<file path="config.mk">
export PLATFORM = sky130hd
export DESIGN_NAME = pedestrian_phase_sequencer
export DESIGN_NICKNAME = d
export VERILOG_FILES = /design/src/rtl/traffic_pkg.sv /design/src/rtl/ped_btn_sync.sv /design/src/rtl/pedestrian_phase_sequencer.sv
export SDC_FILE = /design/constraint.sdc
export NUM_CORES = 1
export LEC_CHECK = 0
export ABC_AREA = 1
export CORE_MARGIN = 5
export CORE_UTILIZATION = 46
export DETAILED_ROUTE_END_ITERATION = 6
export PLACE_DENSITY = 0.75
export REMOVE_ABC_BUFFERS = 1
export SETUP_SLACK_MARGIN = 0.02
export SLEW_MARGIN = 20
export SYNTH_ARGS = -nofsm -noshare
export SYNTH_HDL_FRONTEND = slang
export SYNTH_HIERARCHICAL = 1
export SYNTH_SLANG_ARGS = --single-unit
</file>
<file path="constraint.sdc">
create_clock -name clk -period 2.7 [get_ports clk]
set_clock_uncertainty 0.05 [all_clocks]
set_input_delay 0.54 -clock clk [delete_from_list [all_inputs] [get_ports clk]]
set_output_delay 0.54 -clock clk [all_outputs]
set_load 0.02 [all_outputs]
</file>
<file path="src/rtl/traffic_pkg.sv">
// Shared pedestrian-phase types: state encoding plus ms-to-cycle and phase-end helpers.
package traffic_pkg;

  typedef enum logic [1:0] {
    IDLE  = 2'd0,
    WALK  = 2'd1,
    FLASH = 2'd2,
    DONE  = 2'd3
  } ped_state_t;

  localparam logic [63:0] MAX_CYCLES = 64'h0000_0000_FFFF_FFFF;

  // Evaluated at elaboration in 64 bits so the caller can range-check against 32 bits.
  function automatic logic [63:0] ms_to_cycles(input logic [63:0] ms, input logic [63:0] clk_freq);
    return ms * (clk_freq / 64'd1000);
  endfunction

  // True on the last cycle before count reaches limit; a zero limit still yields one cycle.
  function automatic logic phase_last(input logic [31:0] count, input logic [31:0] limit);
    return ({1'b0, count} + 33'd1) >= {1'b0, limit};
  endfunction

endpackage

</file>
<file path="src/rtl/ped_btn_sync.sv">
// Two-flop synchronizer for the asynchronous push-button plus a rising-edge detector.
module ped_btn_sync (
  input  logic clk,
  input  logic rst_n,
  input  logic btn,
  output logic rise
);

  logic [2:0] sync_r;

  // Shift chain: [0],[1] synchronize, [2] holds the previous synchronized level.
  always_ff @(posedge clk) begin
    if (!rst_n) begin
      sync_r <= 3'b000;
    end else begin
      sync_r <= {sync_r[1:0], btn};
    end
  end

  assign rise = sync_r[1] & ~sync_r[2];

endmodule

</file>
<file path="src/rtl/pedestrian_phase_sequencer.sv">
// Pedestrian crossing phase sequencer: IDLE -> WALK -> FLASH -> DONE.
// Optional walk extension on a button press in WALK is enabled by macro PD_EXTEND_EN.
module pedestrian_phase_sequencer
  import traffic_pkg::*;
#(
  parameter int unsigned CLK_FREQ   = 32'd50_000_000,
  parameter int unsigned WALK_MS    = 32'd7000,
  parameter int unsigned CAUTION_MS = 32'd10000,
  parameter int unsigned EXTEND_MS  = 32'd3000
) (
  input  logic        clk,
  input  logic        rst_n,
  input  logic        ped_btn,
  input  logic        ped_go,
  output logic        pd_req,
  output logic        pd_walk,
  output logic        pd_caution,
  output logic        pd_done,
  output logic [31:0] pd_counter,
  output logic [31:0] pd_free_cycles,
  output logic [31:0] pd_total_cycles
);

  localparam logic [63:0] FREE_W       = ms_to_cycles(64'(WALK_MS), 64'(CLK_FREQ));
  localparam logic [63:0] CAUTION_W    = ms_to_cycles(64'(CAUTION_MS), 64'(CLK_FREQ));
  localparam logic [63:0] EXTEND_W     = ms_to_cycles(64'(EXTEND_MS), 64'(CLK_FREQ));
  localparam logic [63:0] BASE_TOTAL_W = FREE_W + CAUTION_W;
`ifdef PD_EXTEND_EN
  localparam logic [63:0] PEAK_TOTAL_W = BASE_TOTAL_W + EXTEND_W;
  localparam logic [31:0] EXTEND_C     = EXTEND_W[31:0];
`else
  localparam logic [63:0] PEAK_TOTAL_W = BASE_TOTAL_W;
`endif
  localparam logic [31:0] FREE_C  = FREE_W[31:0];
  localparam logic [31:0] TOTAL_C = BASE_TOTAL_W[31:0];

  if ((FREE_W > MAX_CYCLES) || (EXTEND_W > MAX_CYCLES) || (PEAK_TOTAL_W > MAX_CYCLES)) begin : g_cycles_overflow
    $error("pedestrian_phase_sequencer: cycle constant does not fit in 32 bits");
  end

  ped_state_t  state_r, state_nxt;
  logic        pending_r, pending_nxt;
  logic [31:0] counter_r, counter_nxt, counter_inc;
  logic [31:0] free_r, free_nxt;
  logic [31:0] total_r, total_nxt;
  logic        btn_rise;
`ifdef PD_EXTEND_EN
  logic        extended_r, extended_nxt;
`endif

  ped_btn_sync u_btn_sync (
    .clk   (clk),
    .rst_n (rst_n),
    .btn   (ped_btn),
    .rise  (btn_rise)
  );

  // Next-state, pending flag, counter and cycle-limit computation.
  always_comb begin
    state_nxt   = state_r;
    pending_nxt = pending_r;
    counter_nxt = counter_r;
    free_nxt    = free_r;
    total_nxt   = total_r;
`ifdef PD_EXTEND_EN
    extended_nxt = extended_r;
`endif
    counter_inc = (counter_r == 32'hFFFF_FFFF) ? counter_r : (counter_r + 32'd1);

    case (state_r)
      IDLE: begin
        if (pending_r && ped_go) begin
          state_nxt   = WALK;
          pending_nxt = btn_rise;
          counter_nxt = 32'd0;
          free_nxt    = FREE_C;
          total_nxt   = TOTAL_C;
`ifdef PD_EXTEND_EN
          extended_nxt = 1'b0;
`endif
        end else begin
          pending_nxt = pending_r | btn_rise;
        end
      end
      WALK: begin
        counter_nxt = counter_inc;
`ifdef PD_EXTEND_EN
        // The first press of the phase buys more walk time instead of queuing a crossing.
        if (btn_rise && !extended_r) begin
          extended_nxt = 1'b1;
          free_nxt     = free_r + EXTEND_C;
          total_nxt    = total_r + EXTEND_C;
        end else begin
          pending_nxt = pending_r | btn_rise;
        end
`else
        pending_nxt = pending_r | btn_rise;
`endif
        if (phase_last(counter_r, free_nxt)) begin
          state_nxt = FLASH;
        end else begin
          state_nxt = WALK;
        end
      end
      FLASH: begin
        counter_nxt = counter_inc;
        pending_nxt = pending_r | btn_rise;
        if (phase_last(counter_r, total_r)) begin
          state_nxt = DONE;
        end else begin
          state_nxt = FLASH;
        end
      end
      DONE: begin
        counter_nxt = 32'd0;
        pending_nxt = pending_r | btn_rise;
        state_nxt   = IDLE;
      end
      default: begin
        state_nxt   = IDLE;
        counter_nxt = 32'd0;
      end
    endcase
  end

  // State and output registers; outputs are decoded from next-state so they align with it.
  always_ff @(posedge clk) begin
    if (!rst_n) begin
      state_r    <= IDLE;
      pending_r  <= 1'b0;
      counter_r  <= 32'd0;
      free_r     <= 32'd0;
      total_r    <= 32'd0;
      pd_req     <= 1'b0;
      pd_walk    <= 1'b0;
      pd_caution <= 1'b0;
      pd_done    <= 1'b0;
`ifdef PD_EXTEND_EN
      extended_r <= 1'b0;
`endif
    end else begin
      state_r    <= state_nxt;
      pending_r  <= pending_nxt;
      counter_r  <= counter_nxt;
      free_r     <= free_nxt;
      total_r    <= total_nxt;
      pd_req     <= (state_nxt == IDLE) && pending_nxt;
      pd_walk    <= (state_nxt == WALK);
      pd_caution <= (state_nxt == FLASH);
      pd_done    <= (state_nxt == DONE);
`ifdef PD_EXTEND_EN
      extended_r <= extended_nxt;
`endif
    end
  end

  assign pd_counter      = counter_r;
  assign pd_free_cycles  = free_r;
  assign pd_total_cycles = total_r;

endmodule

</file>
==> impl_metrics.toml, run 1 <==
[die]
initial_core_util = 0.4709
die_y_um = 104.3
dieArea_um2 = 10870
ioPinCount = 104
rows = 34
core_um2 = 8678
fp.dieW_um = 104.3

[layout]
final_util = 0.6975
drive_above_1_share = 0.3132
layout.cells.non_filler = 954
areaGrowthSynthToFinish_pct = 48.13
regArea_um2 = 908.4
final_area_um2 = 6053
n_fill_cell = 671
multi_input_area_um2 = 2878
antenna_cells = 0
nets = 874

[clock_network]
clockBufferDepth = 2
holdBufCountCts = 0
root_buffer = "clkbuf_8"
numCtsBuffers = 5
htreeDepth = 2
cts_tree = "built"
cts_sinks = 43
clk_pin_slew_ns = 0.09
clk_latency_ns = 0.31

[setup_path]
cp.required_ns = 2.87
crit_path_end_kind = "flop"
critPathMaxFanout = 4
worstSetupPathType = "reg -> reg"
start_kind = "flop"
arrival_ns = 3.04

[logic_synthesis]
seq_area_frac_synth = 0.2107
ys_top_cells_by_area = "dfxtp_1 (21%), nand2_1 (17%), buf_4 (12%)"
synth_flop_cell = "dfxtp_1"
synth_commonest_cells = "nand2_1 (182), nor2_1 (78), inv_1 (77)"
synth_area_leader_cell = "dfxtp_1"
syn_area_um2 = 4086
ys_types = 34
syn_inst = 666
synth_top_area_frac = 0.2107
synthArstFlopShare = 0
avgSynthCellArea_um2 = 6.136
yosys_warnings = 6
synth_most_common_cell = "nand2_1"
synth-edff-count = 0
ys_ff_latch = 43

[drt]
vias_per_cell = 5.259
wl_per_cell_um = 15.88
vias = 5017
drc = 0
firstDrtPassIters = 6
routed_wl_um = 15150
postRouteAntennaNets = 0
dr.first_iter.drc_count = 437

[place]
place_worst_setup_slack_ns = -0.4597
placed_cell_area_um2 = 5413
place.gp.congestion = 1.012
place_inst = 926
port_buffers = 64
dp_hpwl_um = 11080

[grt]
gr-total-overflow = 0
grt_pass1_wl_um = 23530
grt_pass1_vias = 4868
antenna_found_initial = 0
grt_max_degree = 30
track_usage = 0.2617

[status]
violations = "negative setup slack"
status = "finished, violations left"

[sta]
holdWs_ns = 0.3769
setup_tns_ns = -0.8357
slew_viol_final = 0
fin_ws_ns = -0.1735
post-route-period-util = 1.064
hold_viol_final = 0
rsz0062_at_grt = "yes"
worstMarginPinSlew_ns = 1.081
setup_viol = 6
finalCriticalPeriod_ns = 2.873
slew_headroom = 0.2784
clock.fmax_ghz = 0.3480

[power_and_ir_drop]
ir_drop_mv = 0.5523
total_power_mw = 4.865
leakage_nw = 2.927
p_per_area_nw_per_um2 = 803.6

[hold_path]
hold_class = "reg -> reg"

[flow_run]
drv_cap = 0
[power breakdown]
part           internal, mW  switching, mW  total, mW  leakage [nW]
clock network         0.182          0.258      0.439        0.0412
registers             0.829          0.154      0.983         0.362
logic                  1.40           2.04       3.44          2.52
[worst max-delay path, stage by stage (launching register included)]
cell and delay [ns]:
dfxtp_4 0.37, ha_4 0.18, buf_4 0.13, buf_4 0.15, nand2_2 0.09, nor2_4 0.04
buf_4 0.14, buf_4 0.14, nand3b_1 0.13, nand2_2 0.07, ha_1 0.30, nand3_2 0.10
nor2_1 0.16, and2_1 0.14, nand2_1 0.05, nand2_1 0.07, nand2_1 0.06, nand2_1 0.07
nand2_1 0.06, nand2_2 0.07, nand2_2 0.07, nand2_1 0.09, nor2_1 0.04
[routing by layer]
| layer | routed length, µm | part of all wire | up-vias | track usage |
|---|---|---|---|---|
| met1 | 6022 | 0.40 | 2287 | 0.3143 |
| met2 | 7153 | 0.47 | 281 | 0.4513 |
| met4 | 831 | 0.055 | 0 | 0.1323 |
| met3 | 1145 | 0.076 | 86 | 0.03786 |
| met5 | 0 | 0 | - | 0 |
| li1 | - | - | 2363 | - |
[logic make-up (layout without fill, tap and decap cells)]
family / Yosys count / in the layout / synth area share
and+or+nand+nor: 364 / 364 / 0.3882
buffers and inverters: 154 / 296 / 0.2024
AOI/OAI and AO/OA: 67 / 67 / 0.09553
DFF: 43 / 43 / 0.2107
adders and majority gates: 25 / 25 / 0.07655
xor gates and xnor gates: 12 / 12 / 0.02572
other: 1 / 39 / 0.0009177
[sequential cells by signal, indices dropped and copies added (netlist names)]
| register | flops |
|---|---|
| pd_counter | 32 |
| pd_req | 1 |
| pending_r | 1 |
| pd_done | 1 |
| u_btn_sync/sync_r | 3 |
| pd_walk | 1 |
| pd_caution | 1 |
| pd_total_cycles | 1 |
| state_r | 2 |
[final timing paths]
path                   startpoint                   end  slack [ns]  depth (start not counted)
min          u_btn_sync/sync_r[1]  u_btn_sync/sync_r[2]        0.38                          2
max reg2reg         pd_counter[0]                pd_req       -0.17                         22
max                 pd_counter[0]                pd_req       -0.17                         22
min reg2reg  u_btn_sync/sync_r[1]  u_btn_sync/sync_r[2]        0.38                          2
[placed cells by master, fill, tap and decap left out, types with 2 or more instances in the layout]
cell,Yosys,layout
a211oi_1,11,11
a21oi_1,38,38
and2_1,3,3
buf_4,63,141
buf_6,1,4
clkbuf_8,0,5
clkdlybuf4s50_1,0,64
clkinvlp_4,0,2
conb_1,1,39
dfxtp_1,43,23
dfxtp_2,0,11
dfxtp_4,0,9
ha_1,25,17
ha_4,0,8
inv_1,77,69
inv_2,1,7
nand2_1,182,163
nand2_2,10,28
nand2_4,1,2
nand3_1,55,50
nand3_2,1,5
nand3b_1,2,2
nand4_1,10,10
nor2_1,78,61
nor2_2,9,16
nor2_4,5,15
nor3_1,6,3
nor3_2,0,3
o211a_1,3,3
o21ai_0,10,10
o21bai_1,2,2
xnor2_1,6,5
xor2_1,6,4
xor2_2,0,2
[final cells by class]
type / instances / share of cell area
timing repair buffer: 209 / 0.2881
clock inverter: 2 / 0.002067
clock buffer: 6 / 0.01199
multi-input combinational: 507 / 0.4754
tap: 108 / 0.02232
sequential: 43 / 0.1501
inverter: 79 / 0.05002
[what timing repair did]
item                                    CTS  global route
setup buffers                            13             7
endpoints found under the setup margin    6             6
resized for setup                        76            37
pin swaps                                25            30
No activity file was read; power rests on OpenSTA's default activity.
==> inputs of run 2 (changes only) <==
--- a/config.mk
+++ b/config.mk
@@ -6,8 +6,8 @@
 export NUM_CORES = 1
 export LEC_CHECK = 0
 export ABC_AREA = 1
-export CORE_MARGIN = 5
 export CORE_UTILIZATION = 46
+export CTS_CLUSTER_DIAMETER = 100
 export DETAILED_ROUTE_END_ITERATION = 6
 export PLACE_DENSITY = 0.75
 export REMOVE_ABC_BUFFERS = 1
==> run 2 against run 1 <==
Effect of this change: the run still ends with negative setup slack left; cell count shrank 0.94%; first-iteration DRC count shrank 26%; clock power is essentially flat; global-route usage grew 5.2 points; clock-buffer cell count is the same; largest cell class unchanged; largest power group unchanged; highest routed layer unchanged.
==> impl_metrics.toml, run 2 (synthesized netlist as in run 1, its figures left out) <==
[status]
status = "finished, violations left"
violations = "negative setup slack"

[sta]
worstMarginPinSlew_ns = 0.9443
post-route-period-util = 1.090
slew_viol_final = 0
holdWs_ns = 0.3703
clock.fmax_ghz = 0.3399
hold_viol_final = 0
setup_viol = 6
rsz0062_at_grt = "yes"
finalCriticalPeriod_ns = 2.942
slew_headroom = 0.3698
fin_ws_ns = -0.2424

[setup_path]
critPathMaxFanout = 3
rr_startpoint = "pd_counter[12]"
rr_endpoint = "pd_req"
reg2reg_setup_slack_ns = -0.24
worstSetupPathType = "reg -> reg"
r2r_cells = 19
arrival_ns = 3.14
crit_path_end_kind = "flop"
cp.required_ns = 2.89
start_kind = "flop"

[power_and_ir_drop]
switchingPower_mw = 2.434
clockPowerShare = 0.093
seqPwrFrac = 0.206
ir_drop_mv = 0.5093
internal-power_mw = 2.293
leakage_nw = 2.917
pwr-share-comb = 0.701
p_per_area_nw_per_um2 = 790.4
switching_share = 0.5149

[hold_path]
min_to = "u_btn_sync/sync_r[1]"
hold_start = "u_btn_sync/sync_r[0]"
hold_class = "reg -> reg"
whs_path_depth = 2

[drt]
route.layer.met1.wl_um = 5762
routed_wl_um = 14790
routed-wl-met3_um = 1302
wl_per_cell_um = 15.65
dr_wl_met2_um = 7007
firstDrtPassIters = 5
vias_per_cell = 5.325
postRouteAntennaNets = 0
dr.first_iter.drc_count = 325
drc = 0
top_layer = "met4"
vias = 5032

[die]
initial_core_util = 0.4709
rows = 34
core_um2 = 8678
dieArea_um2 = 9264
fp.dieW_um = 96.25
die_y_um = 96.25
ioPinCount = 104

[layout]
areaGrowthSynthToFinish_pct = 46.33
final_area_um2 = 5979
antenna_cells = 0
n_fill_cell = 690
largest_reg_flops = 32
drive_above_1_share = 0.3059
final_util = 0.6890
nets = 865
final_cell_mix = "nand2_1 (164), buf_4 (134), inv_1 (72), clkdlybuf4s50_1 (64), nor2_1 (58)"
final_common_cell = "nand2_1"
layout.cells.non_filler = 945

[grt]
grt_pass1_wl_um = 21830
antenna_found_initial = 0
track_usage = 0.3132
grt_pass1_vias = 4666
grt_max_degree = 44
gr-total-overflow = 0

[clock_network]
clk_latency_ns = 0.31
clockBufferDepth = 2
htreeDepth = 2
holdBufCountCts = 0
cts_tree = "built"
cts_sinks = 43
root_buffer = "clkbuf_8"
clk_pin_slew_ns = 0.09
numCtsBuffers = 5

[place]
place.gp.congestion = 0.9598
port_buffers = 64
place_inst = 922
dp_hpwl_um = 10530
placed_cell_area_um2 = 5395
place_worst_setup_slack_ns = -0.2320

[flow_run]
drv_cap = 0
[run 2: cell types whose count changed in the layout (fill, tap and decap cells not counted), sizes merged]
cell	change
inv	+1
clkinvlp	-1
buf	-9
[run 2: power by group through the flow]
stage	registers [mW]	clock network [mW]	logic (mW)
after floorplan	1.14	0	1.55
after global placement	0.911	0	2.99
after detailed placement	0.919	0	3.07
after CTS	0.933	0.444	3.14
after global routing	0.983	0.465	3.62
final	0.973	0.441	3.31
[run 2: critical path: stages, from the launching register on]
cell     delay, ns
dfxtp_2       0.39
nand2_1       0.12
nor2_2        0.17
nand2_1       0.11
nor2_2        0.16
nand2_1       0.11
xnor2_2       0.20
ha_1          0.35
nand2_2       0.06
nor3_2        0.11
nand3_1       0.10
nor2_1        0.13
nand4_1       0.15
nor2_2        0.15
nor2_2        0.06
nand3_2       0.09
nand2_1       0.06
nand2_1       0.08
nand2_1       0.08
nor2_1        0.15
[run 2: per-stage QoR]
stage          setup TNS [ns]  power [mW]
2_1_floorplan          -69.07       2.691
3_3_place_gp          -0.7896       3.906
3_5_place_dp           -1.171       3.992
4_1_cts               -0.2907       4.513
5_1_grt                -2.023       5.067
6_report              -0.9530       4.726
[run 2: how the worst max path moves through the flow]
stage,start,to,slack [ns]
3_5_place_dp,pd_counter[10],pd_req,-0.23
5_1_grt,pd_counter[0],pd_req,-0.40
4_1_cts,pd_counter[24],pd_caution,-0.07
3_3_place_gp,pd_counter[10],pd_req,-0.16
6_report,pd_counter[12],pd_req,-0.24
2_1_floorplan,pd_total_cycles[7],pd_req,-4.13
[run 2: area by class of cell]
type	count	area [µm²]	share of cell area
clock inverters	2	12.51	0.002092
inverters	79	299.0	0.05001
multi-input cells	507	2880	0.4817
repair buffers	200	1678	0.2806
clock buffers	6	72.57	0.01214
flip-flops and latches	43	902.1	0.1509
well taps	108	135.1	0.02260
[run 2: repair_timing]
item,CTS,global route
pin swaps,25,27
setup endpoints to repair,6,6
gates resized for setup,58,52
buffers inserted,9,6
[run 2: layer usage]
metal	vias up	global-route usage
li1	2355	-
met1	2304	0.3765
met2	311	0.5254
met3	62	0.05371
met4	0	0.1754
met5	-	0
